**src/rtl/seq_restoring_divider_pkg.sv**
```systemverilog
// Shared definitions for the sequential restoring divider: FSM state encoding
// and the multiplier/divider op-type codes used by the arithmetic unit.
package seq_restoring_divider_pkg;

   typedef enum logic [1:0] {
      S_IDLE = 2'd0,
      S_BUSY = 2'd1,
      S_DONE = 2'd2
   } div_state_e;

   localparam logic [1:0] OP_MUL  = 2'd0;
   localparam logic [1:0] OP_DIV  = 2'd1;
   localparam logic [1:0] OP_CHK  = 2'd2;

endpackage

```
**src/rtl/seq_restoring_divider_div_step_cell.sv**
```systemverilog
// One restoring-division step: shift the next dividend bit into the partial
// remainder, trial-subtract the divisor, and keep or restore the result.
module div_step_cell #(
   parameter int N = 8
) (
   input  logic [N:0]   r,
   input  logic         q_msb,
   input  logic [N-1:0] divisor,
   output logic [N:0]   r_next,
   output logic         q_bit
);

   logic [N:0] r_shift;
   logic [N:0] trial;

   // R stays below the divisor, so its top bit is always zero and drops out here.
   assign r_shift = (N+1)'({r, q_msb});
   assign trial   = r_shift - {1'b0, divisor};
   assign q_bit   = ~trial[N];
   assign r_next  = trial[N] ? r_shift : trial;

endmodule

```
**src/rtl/seq_restoring_divider.sv**
```systemverilog
// Iterative unsigned restoring divider, one quotient bit per clock, with
// valid/ready handshakes on the operand and result sides.
module seq_restoring_divider
   import seq_restoring_divider_pkg::*;
#(
   parameter int N = 8
) (
   input  logic         clk,
   input  logic         rst,
   input  logic         in_valid,
   output logic         in_ready,
   input  logic [N-1:0] dividend,
   input  logic [N-1:0] divisor,
   output logic         out_valid,
   input  logic         out_ready,
   output logic [N-1:0] quotient,
   output logic [N-1:0] remainder,
   output logic         div_by_zero
);

   localparam int CW = $clog2(N+1);

   div_state_e    state_q, state_d;
   logic [CW-1:0] cnt_q, cnt_d;
   logic [N-1:0]  q_q, q_d;
   logic [N-1:0]  dvs_q, dvs_d;
   logic [N:0]    r_q, r_d;
   logic          dbz_q, dbz_d;

   logic [N:0]    r_step;
   logic          q_bit;

   div_step_cell #(.N(N)) u_step (
      .r       (r_q),
      .q_msb   (q_q[N-1]),
      .divisor (dvs_q),
      .r_next  (r_step),
      .q_bit   (q_bit)
   );

   always_comb begin
      state_d = state_q;
      cnt_d   = cnt_q;
      q_d     = q_q;
      dvs_d   = dvs_q;
      r_d     = r_q;
      dbz_d   = dbz_q;
      case (state_q)
         S_IDLE: begin
            if (in_valid) begin
               dvs_d = divisor;
               if (divisor == '0) begin
                  state_d = S_DONE;
                  q_d     = '1;
                  r_d     = {1'b0, dividend};
                  dbz_d   = 1'b1;
                  cnt_d   = '0;
               end else begin
                  state_d = S_BUSY;
                  q_d     = dividend;
                  r_d     = '0;
                  dbz_d   = 1'b0;
                  cnt_d   = CW'(N);
               end
            end
         end
         S_BUSY: begin
            // Q shifts left as its msb feeds the step cell; the new quotient bit enters at the bottom.
            r_d   = r_step;
            q_d   = (q_q << 1) | N'(q_bit);
            cnt_d = cnt_q - CW'(1);
            if (cnt_q == CW'(1)) begin
               state_d = S_DONE;
            end
         end
         S_DONE: begin
            if (out_ready) begin
               state_d = S_IDLE;
            end
         end
         default: begin
            state_d = S_IDLE;
         end
      endcase
   end

   always_ff @(posedge clk) begin
      if (rst) begin
         state_q <= S_IDLE;
         cnt_q   <= '0;
         q_q     <= '0;
         dvs_q   <= '0;
         r_q     <= '0;
         dbz_q   <= 1'b0;
      end else begin
         state_q <= state_d;
         cnt_q   <= cnt_d;
         q_q     <= q_d;
         dvs_q   <= dvs_d;
         r_q     <= r_d;
         dbz_q   <= dbz_d;
      end
   end

   assign in_ready    = (state_q == S_IDLE);
   assign out_valid   = (state_q == S_DONE);
   assign quotient    = q_q;
   assign remainder   = r_q[N-1:0];
   assign div_by_zero = dbz_q;

endmodule

```
**config.mk**
```make
export PLATFORM = sky130hd
export DESIGN_NAME = seq_restoring_divider
export DESIGN_NICKNAME = d
export VERILOG_FILES = /design/src/rtl/seq_restoring_divider_pkg.sv /design/src/rtl/seq_restoring_divider_div_step_cell.sv /design/src/rtl/seq_restoring_divider.sv
export SDC_FILE = /design/constraint.sdc
export NUM_CORES = 1
export LEC_CHECK = 0
export BUFFER_PORTS_ARGS = -buffer_cell sky130_fd_sc_hd__clkbuf_2
export CAP_MARGIN = 20
export CELL_PAD_IN_SITES_DETAIL_PLACEMENT = 0
export CELL_PAD_IN_SITES_GLOBAL_PLACEMENT = 2
export CORE_MARGIN = 4
export CORE_UTILIZATION = 33
export CTS_CLUSTER_DIAMETER = 80
export DETAILED_ROUTE_END_ITERATION = 10
export MAX_ROUTING_LAYER = met4
export PLACE_DENSITY_LB_ADDON = 0.1
export SYNTH_ARGS = -nofsm -noshare
export SYNTH_HDL_FRONTEND = slang
export SYNTH_SLANG_ARGS = --single-unit
```
**constraint.sdc**
```tcl
create_clock -name clk -period 3.6 [get_ports clk]
set_input_delay 0.72 -clock clk [delete_from_list [all_inputs] [get_ports clk]]
set_output_delay 0.72 -clock clk [all_outputs]
set_load 0.01 [all_outputs]
```
Yosys cells after proc, flatten, opt, wreduce, memory -nomap -nowiden:

Index checks and enable logic that the tools add are counted.

* memory bits (writable): 0
* memories kept: 0
* register bits: 31
* logic and storage cells: 38
* latch bits: 0
* output and inout port bits: 19
* ROM bits: 0

* $lt $le $gt $ge: 0
* muxes and demuxes: 16
* $add $sub $neg: 2
* bitwise logic cells: 2
* div/mod/pow operators: 0
* reductions and logical operators: 6
* multipliers: 0
* equal/unequal tests: 6
* shift operators: 0

Operators with widths (count)
* 2-to-1 mux 8 bit: 5
* case mux 8 bit (2 select lines): 2
* subtractor 9 x 8 -> 9 bit: 1
* zero test 8 bit: 1
* 2-to-1 mux 2 bit: 4
* 2-to-1 mux 4 bit: 2
* OR 8 x 1 -> 8 bit: 1
* case mux 4 bit (2 select lines): 1
* case mux 2 bit (3 select lines): 1
* == test 4 x 1 -> 1 bit, second input constant: 1
* inequality test 2 bit, second input constant: 2
* AND reduction 2 bit: 2
* subtractor 4 x 1 -> 4 bit, second input constant: 1
* AND reduction 3 bit: 1
* == test 2 x 1 -> 1 bit, second input constant: 1
* == test 2 bit, second input constant: 1
* zero test 2 bit: 1
* inequality test 2 x 1 -> 1 bit, second input constant: 1
* nonzero test 2 bit: 1
* 2-to-1 mux 1 bit: 1
* inverter 1 bit: 1

Depth between registers and ports, before layout:

* word-level depth: 4
* gate-level depth with buffers: 10

Modules after synthesis:

From an unflattened synthesis, not the netlist that was laid out.

* cell total of the unflattened synthesis: 248
* area total of the unflattened synthesis: 2134.5 sq um

Modules (own cells, without submodules)
* seq_restoring_divider: cells an instance 177, area an instance 1626.6 sq um, times used 1
* div_step_cell: cells an instance 71, area an instance 508.0 sq um, times used 1

Worst setup path after synthesis:

No wires, ideal clock.

* kind: register to register
* start point: register q_q[7] (netlist: quotient[7])
* end point: register r_q[3]
* setup time: 69 ps
* period minus slack after synthesis: 2420 ps
* setup slack: 1180 ps
* cell stages (with the launch flop): 10
* arrival: 2351 ps
* cell sequence: dfxtp_1 -> inv_1 -> ha_1 -> fa_1 -> and2b_2 -> o2111ai_2 -> a211o_1 -> o2111a_2 -> or4b_1 -> o21ai_1

* longest elaborated chain between the ends: 3

RTL lines
* start: declaration: line seq_restoring_divider.sv:25 `logic [N-1:0] q_q, q_d;`
* start signal: assignment: line seq_restoring_divider.sv:98 `q_q <= q_d;`
* subtractor 9 x 8 -> 9 bit: line seq_restoring_divider_div_step_cell.sv:18 `assign trial = r_shift - {1'b0, divisor};`
* 2-to-1 mux 8 bit: line seq_restoring_divider_div_step_cell.sv:20 `assign r_next = trial[N] ? r_shift : trial;`
* case mux 8 bit (2 select lines): line seq_restoring_divider.sv:48 `case (state_q)`
* end signal: assignment: line seq_restoring_divider.sv:100 `r_q <= r_d;`
* end: declaration: line seq_restoring_divider.sv:27 `logic [N:0] r_q, r_d;`

Every way passes these cells.
A chain may end at the register's enable or synchronous reset.

Worst setup path after layout:

Same ends and word-level chain as after synthesis.

==> results.sh <==
export IMPL_cts_buffers=5
export IMPL_clock_fmax_mhz=379
export IMPL_p_clk_share_pct=22.5
export IMPL_cp_end_kind="register"
export IMPL_power_leakage_nw=0.917
export IMPL_worstHoldEndpoint="dvs_q[3]"
export IMPL_routed_top_layer="met4"
export IMPL_overflow=0
export IMPL_fin_skew_ns=0.00766
export IMPL_syn2layout_area_growth_pct=16.5
export IMPL_clk_pin_slew_worst_paths_ns=0.07
export IMPL_path_class="register to register"
export IMPL_peakVddDrop_v=0.000186
export IMPL_dp_hpwl_um=4010
export IMPL_drv_slew=0
export IMPL_syn_area_um2=1920
export IMPL_r2r_slack_ns=0.96
export IMPL_wire_per_inst_um=15.1
export IMPL_met2RoutedLength_um=2510
export IMPL_port_buffers=38
export IMPL_clk_latency_ns=0.28
export IMPL_drt_iter0_drc=61
export IMPL_grt_max_degree=38
export IMPL_relSlewSlack_pct=40.8
export IMPL_switchingPower_uw=470
export IMPL_htree_levels=2
export IMPL_met3RoutedLength_um=193
export IMPL_num_rows=27
export IMPL_rsz0062_at_grt="false"
export IMPL_yosysSeqAreaShare_pct=32.4
export IMPL_syn_num_nets=278
export IMPL_cts_buffer_depth=2
export IMPL_synth_top_area_share_pct=32.4
export IMPL_final_core_util_pct=40.0
export IMPL_async_reset_ff_share_pct=0
export IMPL_synth_edf_count=0
export IMPL_core_area_um2=5570
export IMPL_drive_gt1_share_pct=19.2
export IMPL_hold_viol=0
export IMPL_yosysUniqueCellTypes=49
export IMPL_critPathRequiredTime_ns=3.81
export IMPL_fillers=614
export IMPL_worstMarginPinSlew_ns=0.884
export IMPL_cts_root_buf="clkbuf_8"
export IMPL_cp_arrival_ns=2.85
export IMPL_ios=39
export IMPL_layout_nets=311
export IMPL_netlist_instances=247
export IMPL_tritoncts="built"
export IMPL_viasPerCell=5.31
export IMPL_drv_cap=0
export IMPL_start_util_pct=34.4
export IMPL_design_die_area_um2=7090
export IMPL_synth_main_ff_cell="dfxtp_1"
export IMPL_yosys_top_cells_count="a21oi_1 (36), nand2_1 (34), dfxtp_1 (31)"
export IMPL_setup_viol=0
export IMPL_wl_um=5320
export IMPL_antenna_left=0
export IMPL_ys_warn_count=0
export IMPL_vias=1874
export IMPL_syn_area_per_cell_um2=7.76
export IMPL_r2r_start="quotient[7]"
export IMPL_ctsHoldBuffers=0
export IMPL_outcome="finished clean"
export IMPL_cts_setup_buffers=0
export IMPL_grt_first_pass_wirelength_um=8780
export IMPL_p_seq_share_pct=35.5
export IMPL_fin_tns_setup_ns=0
export IMPL_synth_area_leaders="dfxtp_1 (32%), a21oi_1 (9.4%), nand2_1 (6.7%)"
export IMPL_synth_most_common_cell="a21oi_1"
export IMPL_hp_start="dvs_q[3]"
export IMPL_track_usage_pct=15.7
export IMPL_gp_congestion=0.738
export IMPL_fin_crit_ns=2.64
export IMPL_crit_fanout=15
export IMPL_cts_resized=0
export IMPL_antenna_cells=0
export IMPL_antenna_found_initial=0
export IMPL_die_h_um=84.2
export IMPL_p_sw_share_pct=39.1
export IMPL_hold_class="register to register"
export IMPL_yosys_area_top_type="dfxtp_1"
export IMPL_clock_sinks=31
export IMPL_startpoint="quotient[7]"
export IMPL_grt_pass1_vias=1754
export IMPL_die_width_um=84.2
export IMPL_combinationalPowerShare_pct=42.0
export IMPL_ys_ff_latch=31
export IMPL_timing_rr_end="r_q[3]"
export IMPL_reg2reg_depth=9
export IMPL_p_per_area_nw_per_um2=539
export IMPL_cp_start_kind="register"
export IMPL_fin_crit_sh_pct=73.4
export IMPL_holdPathStages=2
export IMPL_drt_met1_wl_um=2590
export IMPL_post_route_drc_count=0
export IMPL_dr_pass1_iters=4
export IMPL_intPower_uw=731
-- registers in the layout (all words and copies together) (netlist names) --
| signal | flops |
|---|---|
| dvs_q | 8 |
| r_q | 8 |
| div_by_zero | 1 |
| quotient | 8 |
| cnt_q | 4 |
| state_q | 2 |
-- cell families (layout without fill, tap and decap cells) --
family,after synthesis,in the layout,share of synthesized area (%)
muxes,4,4,2.09
DFF,31,31,32.4
adders and majority gates,11,11,7.58
xor gates and xnor gates,3,3,1.37
AOI/OAI and AO/OA,74,74,26.0
and+or+nand+nor,98,98,25.2
buffers and inverters,26,60,5.36
-- layout by cell type (no fill, tap or decap), drive strengths merged, types with 2 or more instances in the layout --
master and count:
o221ai 7, a21o 2, nand2b 4, a31oi 2, o21ai 7, dfxtp 31
inv 13, or3 2, or4 2, a211o 4, nand3 2, o21a 2
a211oi 3, clkbuf 45, a2111oi 2, nor4 2, nand2 34, a21oi 36
mux2i 4, ha 10, xnor2 2, o311ai 3, nor3 9, nor2b 8
nor2 28
-- final cells by class --
| cell class | count | area [um2] | area share, % |
|---|---|---|---|
| well taps | 72 | 90.1 | 4.04 |
| flip-flops and latches | 31 | 621 | 27.8 |
| inverters | 13 | 48.8 | 2.19 |
| clock buffers | 7 | 76.3 | 3.42 |
| multi-input cells | 190 | 1190 | 53.4 |
| clock inverters | 1 | 5.00 | 0.224 |
| repair buffers | 39 | 198 | 8.86 |
-- worst max-delay path by stage --
| stage | end | slack, ns | cells after the start |
|---|---|---|---|
| 6_report | r_q[3] | 0.96 | 9 |
| 5_1_grt | r_q[6] | 0.78 | 9 |
| 4_1_cts | r_q[3] | 0.95 | 9 |
| 3_5_place_dp | r_q[3] | 0.96 | 9 |
| 3_3_place_gp | r_q[3] | 0.99 | 9 |
| 2_1_floorplan | r_q[3] | 1.18 | 9 |
-- worst max-delay path, cell delays in order (launching register included) --
cell	delay, ns
dfxtp_1	0.34
inv_1	0.06
ha_1	0.20
fa_1	0.40
and2b_2	0.26
o2111ai_2	0.12
a211o_1	0.31
o2111a_2	0.25
or4b_1	0.54
o21ai_1	0.08
-- power by group through the flow --
stage                     logic (mW)  clock network [mW]  registers [mW]
after CTS                      0.512               0.279           0.427
after global placement         0.514                   0           0.435
after detailed placement       0.510                   0           0.435
final                          0.505               0.271           0.426
after floorplan                0.375                   0           0.436
after global routing           0.569               0.296           0.434
-- through the flow --
step / hold WS (ns) / std cells / power [mW] / cell area, um2 / setup slack, ns
2_1_floorplan: 0.436 / 247 / 0.812 / 1920 / 1.18
3_3_place_gp: 0.445 / 345 / 0.950 / 2150 / 0.989
3_5_place_dp: 0.452 / 345 / 0.945 / 2150 / 0.958
4_1_cts: 0.461 / 353 / 1.22 / 2230 / 0.948
5_1_grt: 0.481 / 353 / 1.30 / 2230 / 0.779
6_report: 0.457 / 353 / 1.20 / 2230 / 0.959
-- layer usage --
metal	vias up	track usage, %
met4	0	3.51
met2	35	24.9
li1	951	-
met1	886	20.2
met5	-	-
met3	2	4.02
No activity file was read; power rests on OpenSTA's default activity.
